`config.mk`:
```
export PLATFORM = sky130hd
export DESIGN_NAME = alu_muldiv_seq_flat
export DESIGN_NICKNAME = d
export VERILOG_FILES = /design/src/rtl/alu_muldiv_seq_if.sv /design/src/rtl/alu_muldiv_seq.sv /design/src/flat_wrapper.sv
export SDC_FILE = /design/constraint.sdc
export NUM_CORES = 1
export LEC_CHECK = 0
export CORE_AREA = 2 2 104 131
export CTS_BUF_LIST = sky130_fd_sc_hd__clkbuf_4 sky130_fd_sc_hd__clkbuf_8
export CTS_CLUSTER_DIAMETER = 50
export DETAILED_ROUTE_END_ITERATION = 12
export DIE_AREA = 0 0 106 133
export PLACE_DENSITY = 0.53
export REMOVE_ABC_BUFFERS = 1
export SLEW_MARGIN = 20
export SYNTH_ARGS = -nofsm -noshare
export SYNTH_HDL_FRONTEND = slang
export SYNTH_SLANG_ARGS = --single-unit
export TNS_END_PERCENT = 10
```
`constraint.sdc`:
```
create_clock -name clk -period 1.6 [get_ports clk]
set_input_delay 0.32 -clock clk [delete_from_list [all_inputs] [get_ports clk]]
set_output_delay 0.32 -clock clk [all_outputs]
set_load 0.1 [all_outputs]
```
`src/rtl/alu_muldiv_seq_if.sv`:
```
//------------------------------------------------------------------------------
// Module : alu_muldiv_seq_if
// Brief  : Host request/result and shared-ALU bus for the mul/div sequencer.
// Rev    : 1.0
//------------------------------------------------------------------------------
`default_nettype none

interface alu_muldiv_seq_if;
    logic       start;
    logic       op_div;
    logic [9:0] opnd_a;
    logic [9:0] opnd_b;
    logic [9:0] host_a;
    logic [9:0] host_b;
    logic [1:0] host_op;
    logic [9:0] alu_a;
    logic [9:0] alu_b;
    logic [1:0] alu_op;
    logic [9:0] alu_result;
    logic       busy;
    logic       done;
    logic       err;
    logic [9:0] result_lo;
    logic [9:0] result_hi;

    modport master (
        output start, op_div, opnd_a, opnd_b, host_a, host_b, host_op, alu_result,
        input  alu_a, alu_b, alu_op, busy, done, err, result_lo, result_hi
    );

    modport slave (
        input  start, op_div, opnd_a, opnd_b, host_a, host_b, host_op, alu_result,
        output alu_a, alu_b, alu_op, busy, done, err, result_lo, result_hi
    );
endinterface

`default_nettype wire

```
`src/rtl/alu_muldiv_seq.sv`:
```
//------------------------------------------------------------------------------
// Module : alu_muldiv_seq
// Brief  : Multi-cycle 10-bit multiply / unsigned divide on the shared ALU.
//          Optional MULDIV_EARLY_EXIT_EN ends a multiply once the multiplier is 0.
// Rev    : 1.0
//------------------------------------------------------------------------------
`default_nettype none

module alu_muldiv_seq #(
    parameter int ITER = 10
) (
    input  wire logic         clk,
    input  wire logic         rst,
    alu_muldiv_seq_if.slave   bus
);

    localparam logic [2:0] S_IDLE    = 3'd0;
    localparam logic [2:0] S_MUL     = 3'd1;
    localparam logic [2:0] S_DIV_CMP = 3'd2;
    localparam logic [2:0] S_DIV_SUB = 3'd3;
    localparam logic [2:0] S_FIN     = 3'd4;

    localparam logic [1:0] OP_ADD = 2'b00;
    localparam logic [1:0] OP_SUB = 2'b01;
    localparam logic [1:0] OP_LT  = 2'b11;

    localparam logic [3:0] K_LAST = 4'(ITER - 1);

    logic [2:0] state_q, state_d;
    logic       op_div_q, op_div_d;
    logic [9:0] a_q, a_d;          // multiplicand / dividend shifter
    logic [9:0] b_q, b_d;          // multiplier / divisor
    logic [9:0] acc_q, acc_d;      // product / quotient
    logic [9:0] rem_q, rem_d;
    logic [3:0] k_q, k_d;
    logic       err_pend_q, err_pend_d;
    logic       busy_q, busy_d;
    logic       done_q, done_d;
    logic       err_q, err_d;
    logic [9:0] res_lo_q, res_lo_d;
    logic [9:0] res_hi_q, res_hi_d;

    logic [9:0] w_rem_shift;
    logic       w_k_last;
    logic       w_div_zero;
    logic       w_div_range;

    assign w_rem_shift = {rem_q[8:0], a_q[9]};
    assign w_k_last    = (k_q == K_LAST);
    assign w_div_zero  = (bus.opnd_b == 10'd0);
    assign w_div_range = bus.opnd_a[9] | (|bus.opnd_b[9:8]);

    always_ff @(posedge clk) begin
        if (rst) begin
            state_q    <= S_IDLE;
            op_div_q   <= 1'b0;
            a_q        <= '0;
            b_q        <= '0;
            acc_q      <= '0;
            rem_q      <= '0;
            k_q        <= '0;
            err_pend_q <= 1'b0;
            busy_q     <= 1'b0;
            done_q     <= 1'b0;
            err_q      <= 1'b0;
            res_lo_q   <= '0;
            res_hi_q   <= '0;
        end else begin
            state_q    <= state_d;
            op_div_q   <= op_div_d;
            a_q        <= a_d;
            b_q        <= b_d;
            acc_q      <= acc_d;
            rem_q      <= rem_d;
            k_q        <= k_d;
            err_pend_q <= err_pend_d;
            busy_q     <= busy_d;
            done_q     <= done_d;
            err_q      <= err_d;
            res_lo_q   <= res_lo_d;
            res_hi_q   <= res_hi_d;
        end
    end

    always_comb begin
        state_d = state_q;
        case (state_q)
            S_IDLE: begin
                if (bus.start) begin
                    if (!bus.op_div) begin
`ifdef MULDIV_EARLY_EXIT_EN
                        state_d = w_div_zero ? S_FIN : S_MUL;
`else
                        state_d = S_MUL;
`endif
                    end else if (w_div_zero || w_div_range) begin
                        state_d = S_FIN;
                    end else begin
                        state_d = S_DIV_CMP;
                    end
                end
            end
            S_MUL: begin
                if (w_k_last) begin
                    state_d = S_FIN;
                end
`ifdef MULDIV_EARLY_EXIT_EN
                else if (b_q[9:1] == 9'd0) begin
                    state_d = S_FIN;
                end
`endif
            end
            // alu_result[0] is the "shifted rem < divisor" flag from the LT op
            S_DIV_CMP: begin
                if (!bus.alu_result[0]) begin
                    state_d = S_DIV_SUB;
                end else if (w_k_last) begin
                    state_d = S_FIN;
                end
            end
            S_DIV_SUB: state_d = w_k_last ? S_FIN : S_DIV_CMP;
            S_FIN:     state_d = S_IDLE;
            default:   state_d = S_IDLE;
        endcase
    end

    always_comb begin
        op_div_d   = op_div_q;
        a_d        = a_q;
        b_d        = b_q;
        acc_d      = acc_q;
        rem_d      = rem_q;
        k_d        = k_q;
        err_pend_d = err_pend_q;
        busy_d     = busy_q;
        done_d     = 1'b0;
        err_d      = err_q;
        res_lo_d   = res_lo_q;
        res_hi_d   = res_hi_q;
        case (state_q)
            S_IDLE: begin
                if (bus.start) begin
                    op_div_d   = bus.op_div;
                    a_d        = bus.opnd_a;
                    b_d        = bus.opnd_b;
                    k_d        = '0;
                    busy_d     = 1'b1;
                    acc_d      = '0;
                    rem_d      = '0;
                    err_pend_d = 1'b0;
                    if (bus.op_div && w_div_zero) begin
                        acc_d      = 10'h3FF;
                        rem_d      = bus.opnd_a;
                        err_pend_d = 1'b1;
                    end else if (bus.op_div && w_div_range) begin
                        err_pend_d = 1'b1;
                    end
                end
            end
            S_MUL: begin
                if (b_q[0]) begin
                    acc_d = bus.alu_result;
                end
                a_d = a_q << 1;
                b_d = b_q >> 1;
                k_d = k_q + 4'd1;
            end
            S_DIV_CMP: begin
                rem_d = w_rem_shift;
                a_d   = a_q << 1;
                if (bus.alu_result[0]) begin
                    acc_d = {acc_q[8:0], 1'b0};
                    k_d   = k_q + 4'd1;
                end
            end
            S_DIV_SUB: begin
                rem_d = bus.alu_result;
                acc_d = {acc_q[8:0], 1'b1};
                k_d   = k_q + 4'd1;
            end
            S_FIN: begin
                busy_d   = 1'b0;
                done_d   = 1'b1;
                err_d    = err_pend_q;
                res_lo_d = acc_q;
                res_hi_d = op_div_q ? rem_q : 10'd0;
            end
            default: ;
        endcase
    end

    // ALU drive depends only on registered state, never on alu_result
    always_comb begin
        bus.alu_a  = bus.host_a;
        bus.alu_b  = bus.host_b;
        bus.alu_op = bus.host_op;
        case (state_q)
            S_MUL: begin
                bus.alu_a  = acc_q;
                bus.alu_b  = a_q;
                bus.alu_op = OP_ADD;
            end
            S_DIV_CMP: begin
                bus.alu_a  = w_rem_shift;
                bus.alu_b  = b_q;
                bus.alu_op = OP_LT;
            end
            S_DIV_SUB: begin
                bus.alu_a  = rem_q;
                bus.alu_b  = b_q;
                bus.alu_op = OP_SUB;
            end
            default: ;
        endcase
    end

    assign bus.busy      = busy_q;
    assign bus.done      = done_q;
    assign bus.err       = err_q;
    assign bus.result_lo = res_lo_q;
    assign bus.result_hi = res_hi_q;

endmodule

`default_nettype wire

```
`src/flat_wrapper.sv`:
```
// flat-port wrapper written by rule: the top's interface ports become plain ports
module alu_muldiv_seq_flat 
#(
    parameter int ITER = 10
)
  (clk, rst, bus_start, bus_op_div, bus_opnd_a, bus_opnd_b, bus_host_a, bus_host_b, bus_host_op, bus_alu_result, bus_alu_a, bus_alu_b, bus_alu_op, bus_busy, bus_done, bus_err, bus_result_lo, bus_result_hi);
  alu_muldiv_seq_if bus_i ();
  input  wire logic clk;
  input  wire logic rst;
  input wire logic [$bits(bus_i.start)-1:0] bus_start;
  input wire logic [$bits(bus_i.op_div)-1:0] bus_op_div;
  input wire logic [$bits(bus_i.opnd_a)-1:0] bus_opnd_a;
  input wire logic [$bits(bus_i.opnd_b)-1:0] bus_opnd_b;
  input wire logic [$bits(bus_i.host_a)-1:0] bus_host_a;
  input wire logic [$bits(bus_i.host_b)-1:0] bus_host_b;
  input wire logic [$bits(bus_i.host_op)-1:0] bus_host_op;
  input wire logic [$bits(bus_i.alu_result)-1:0] bus_alu_result;
  output wire logic [$bits(bus_i.alu_a)-1:0] bus_alu_a;
  output wire logic [$bits(bus_i.alu_b)-1:0] bus_alu_b;
  output wire logic [$bits(bus_i.alu_op)-1:0] bus_alu_op;
  output wire logic [$bits(bus_i.busy)-1:0] bus_busy;
  output wire logic [$bits(bus_i.done)-1:0] bus_done;
  output wire logic [$bits(bus_i.err)-1:0] bus_err;
  output wire logic [$bits(bus_i.result_lo)-1:0] bus_result_lo;
  output wire logic [$bits(bus_i.result_hi)-1:0] bus_result_hi;
  assign bus_i.start = bus_start;
  assign bus_i.op_div = bus_op_div;
  assign bus_i.opnd_a = bus_opnd_a;
  assign bus_i.opnd_b = bus_opnd_b;
  assign bus_i.host_a = bus_host_a;
  assign bus_i.host_b = bus_host_b;
  assign bus_i.host_op = bus_host_op;
  assign bus_i.alu_result = bus_alu_result;
  assign bus_alu_a = bus_i.alu_a;
  assign bus_alu_b = bus_i.alu_b;
  assign bus_alu_op = bus_i.alu_op;
  assign bus_busy = bus_i.busy;
  assign bus_done = bus_i.done;
  assign bus_err = bus_i.err;
  assign bus_result_lo = bus_i.result_lo;
  assign bus_result_hi = bus_i.result_hi;
  alu_muldiv_seq #(.ITER(ITER)) u_core (.clk(clk), .rst(rst), .bus(bus_i));
endmodule
```
==> results.yml <==
clock_network:
  hold_buffers: 0
  cts_root_buf: "clkbuf_8"
  clk_pin_slew_ns: 0.08
  clock_sinks: 72
  cts_tree: "built"
  clk_latency_ns: 0.36
  clockBufferDepth: 2
  cts_htree_levels: 3
  cts_made_buffers: 9
timing:
  fmax_ghz: 0.476
  post-route-min-period_ns: 2.10
  drv_slew: 0
  setup_ws_ns: -0.499
  setup_viol: 26
  period_share: 1.31
  hold_violations: 0
  worst_pin_slew_ns: 0.504
  slew_headroom: 0.664
  rsz0062_at_grt: "yes"
  fin_tns_setup_ns: -9.69
  clock_skew_ns: 0.0108
global_route:
  grt_first_pass_wirelength_mm: 21.8
  grt_usage: 0.195
  antenna_found_initial: 0
  grt_pass1_vias: 4191
  grt_max_degree: 43
  grt-ovfl-total: 0
finish:
  fin_area_sq_um: 6470
  diodes: 0
  fin_util: 0.498
  nets: 693
  drive_gt1_frac: 0.309
  final_cell_mix: "buf_4, dfxtp_1, buf_12, nor2_1, nand2_1"
  num-fill-cells: 1225
  synthToLayoutAreaGrowth_pct: 71.6
  mostFrequentLayoutCell: "buf_4"
critical_path:
  crit_buf_inv: 5
  cp_cell_sequence: "buf_6 -> buf_4 -> clkinvlp_4 -> a22oi_2 -> o21ai_2 -> buf_4 -> buf_12"
  worstPathArrival_ns: 1.78
  path_max_fanout: 5
  cpPeakStageDelay_ns: 0.41
  crit_path_start_kind: "flop"
  required_ns: 1.28
  timing_worst_setup_path_type: "flop to output pin"
  cp_common_cell: "buf_4"
  cp-end-kind: "output pin"
  cpMaxStageDelayCell: "dfxtp_4"
  cp_top_family: "buffers and inverters"
pwr:
  powerDensity_nw_per_um2: 877
  peakVddDrop_v: 0.000467
  leakagePower_nw: 2.49
  totalPowerFinal_mw: 5.68
route:
  drcViolationCount: 0
  finalWirelength_mm: 13.7
  wl_per_cell_um: 16.9
  vias: 4160
  drtPass1Iterations: 7
  routed_via_density: 5.13
  drt_iter0_drc: 244
  ant_nets: 0
die:
  coreArea_sq_um: 13000
  die_area_sq_um: 14100
  die_w_um: 106
  rows: 47
  io_pins: 101
  start_util: 0.290
  dieHeight_um: 133
synth:
  async_reset_ff_frac: 0
  synthFlopType: "dfxtp_1"
  yosysSeqAreaShare: 0.382
  synthCells: 474
  ys_types: 37
  avgSynthCellArea_sq_um: 7.96
  synth_seq_cells: 72
  yosys_warnings: 0
  synthesis.area_sq_um: 3770
  synth-edff-count: 0
placed_design:
  portBuffers: 100
  place_congestion: 0.856
  dpl.hpwl_mm: 9.94
  dpl_cell_area_sq_um: 5970
worst_hold_path:
  hp-class: "primary input to flop"
flow_run:
  drv_cap: 0
run_status:
  status: "finished, violations left"
  violations: "negative setup slack"
synth_stat cells (2+ instances only):
cell	count	area [sq um]
a211oi_1	40	300
a21oi_1	47	235
a222oi_1	9	90.1
a22oi_1	29	218
and2_1	2	12.5
buf_1	2	7.51
buf_2	9	45.0
buf_4	2	15.0
clkbuf_1	28	105
dfxtp_1	72	1440
ha_1	2	25.0
inv_1	14	52.6
mux2i_1	22	220
nand2_1	49	184
nand2b_1	15	93.8
nand3_1	13	65.1
nor2_1	51	191
nor2b_1	3	18.8
nor3_1	18	90.1
o21ai_0	16	80.1
o21ba_2	2	20.0
o22ai_1	10	62.6
or4_4	2	22.5
xnor2_1	4	35.0
metal layers:
| layer | up-vias | global-route usage | share of wire |
|---|---|---|---|
| li1 | 2042 | - | - |
| met1 | 1980 | 0.237 | 0.41 |
| met2 | 122 | 0.343 | 0.52 |
| met3 | 16 | 0.0340 | 0.048 |
| met4 | 0 | 0.0709 | 0.018 |
| met5 | - | 0 | 0 |
worst reg2reg max path: stages, from the launching register on:
cell and delay (ns):
dfxtp_4 0.41, buf_6 0.13, buf_4 0.11, clkinvlp_4 0.15
buf_4 0.20, a21oi_4 0.15, nor2_1 0.07, a2111oi_2 0.31
per-stage QoR:
step | setup WS, ns | std cells | hold slack, ns
after CTS | -0.509 | 807 | 0.368
after global placement | -0.561 | 788 | 0.447
after floorplan | -2.76 | 433 | 0.389
after global routing | -0.582 | 811 | 0.402
final | -0.499 | 811 | 0.384
after detailed placement | -0.630 | 788 | 0.460
area by class of cell:
| type | count | area (sq um) | share of cell area |
|---|---|---|---|
| multi-input combinational | 347 | 2310 | 0.357 |
| timing repair buffer | 190 | 2240 | 0.346 |
| sequential | 72 | 1450 | 0.224 |
| tap | 171 | 214 | 0.0331 |
| clock buffer | 10 | 131 | 0.0203 |
| clock inverter | 6 | 60.1 | 0.00928 |
| inverter | 14 | 56.3 | 0.00870 |
| timing repair inverter | 1 | 7.51 | 0.00116 |
registers in the layout, indices dropped and copies added, names as in the netlist, 3 cells and up:
register	count
u_core.bus.result_hi	10
u_core.rem_q	10
u_core.state_q	3
u_core.k_q	4
u_core.b_q	10
u_core.a_q	10
u_core.bus.result_lo	10
u_core.acc_q	10
cell families (layout without fill, tap and decap cells):
group	count (synthesis)	count (layout)	synth area share
XOR/XNOR	4	4	0.00929
AO/OA/AOI/OAI	160	160	0.287
buffers and inverters	55	221	0.0597
adder cells (fa/ha/maj)	2	2	0.00663
multiplexers	22	22	0.0584
flip-flops	72	72	0.382
AND/OR/NAND/NOR	159	159	0.197
power by group:
group	total (mW)	internal (mW)	switching, mW
Sequential	2.05	1.92	0.135
Clock	1.48	0.730	0.746
Combinational	2.15	0.931	1.22
what timing repair did:
item / 4_1_cts / 5_1_grt
resized for setup: 59 / 23
pin swaps: 18 / 16
cloned: 1 / 1
setup endpoints to repair: 69 / 70
setup buffers: 2 / 3
endpoints found under the hold margin: 0 / 0
path summary, 6_finish.rpt:
check                    start         endpoint  slack, ns  cells past startpoint
max reg2reg  u_core.state_q[0]    u_core.k_q[1]      -0.03                      7
max          u_core.state_q[0]     bus_alu_b[9]      -0.50                      7
min reg2reg  u_core.err_pend_q   u_core.bus.err       0.47                      2
min                        rst  u_core.op_div_q       0.38                      2
Note: power is estimated with default switching activity, not from simulation.
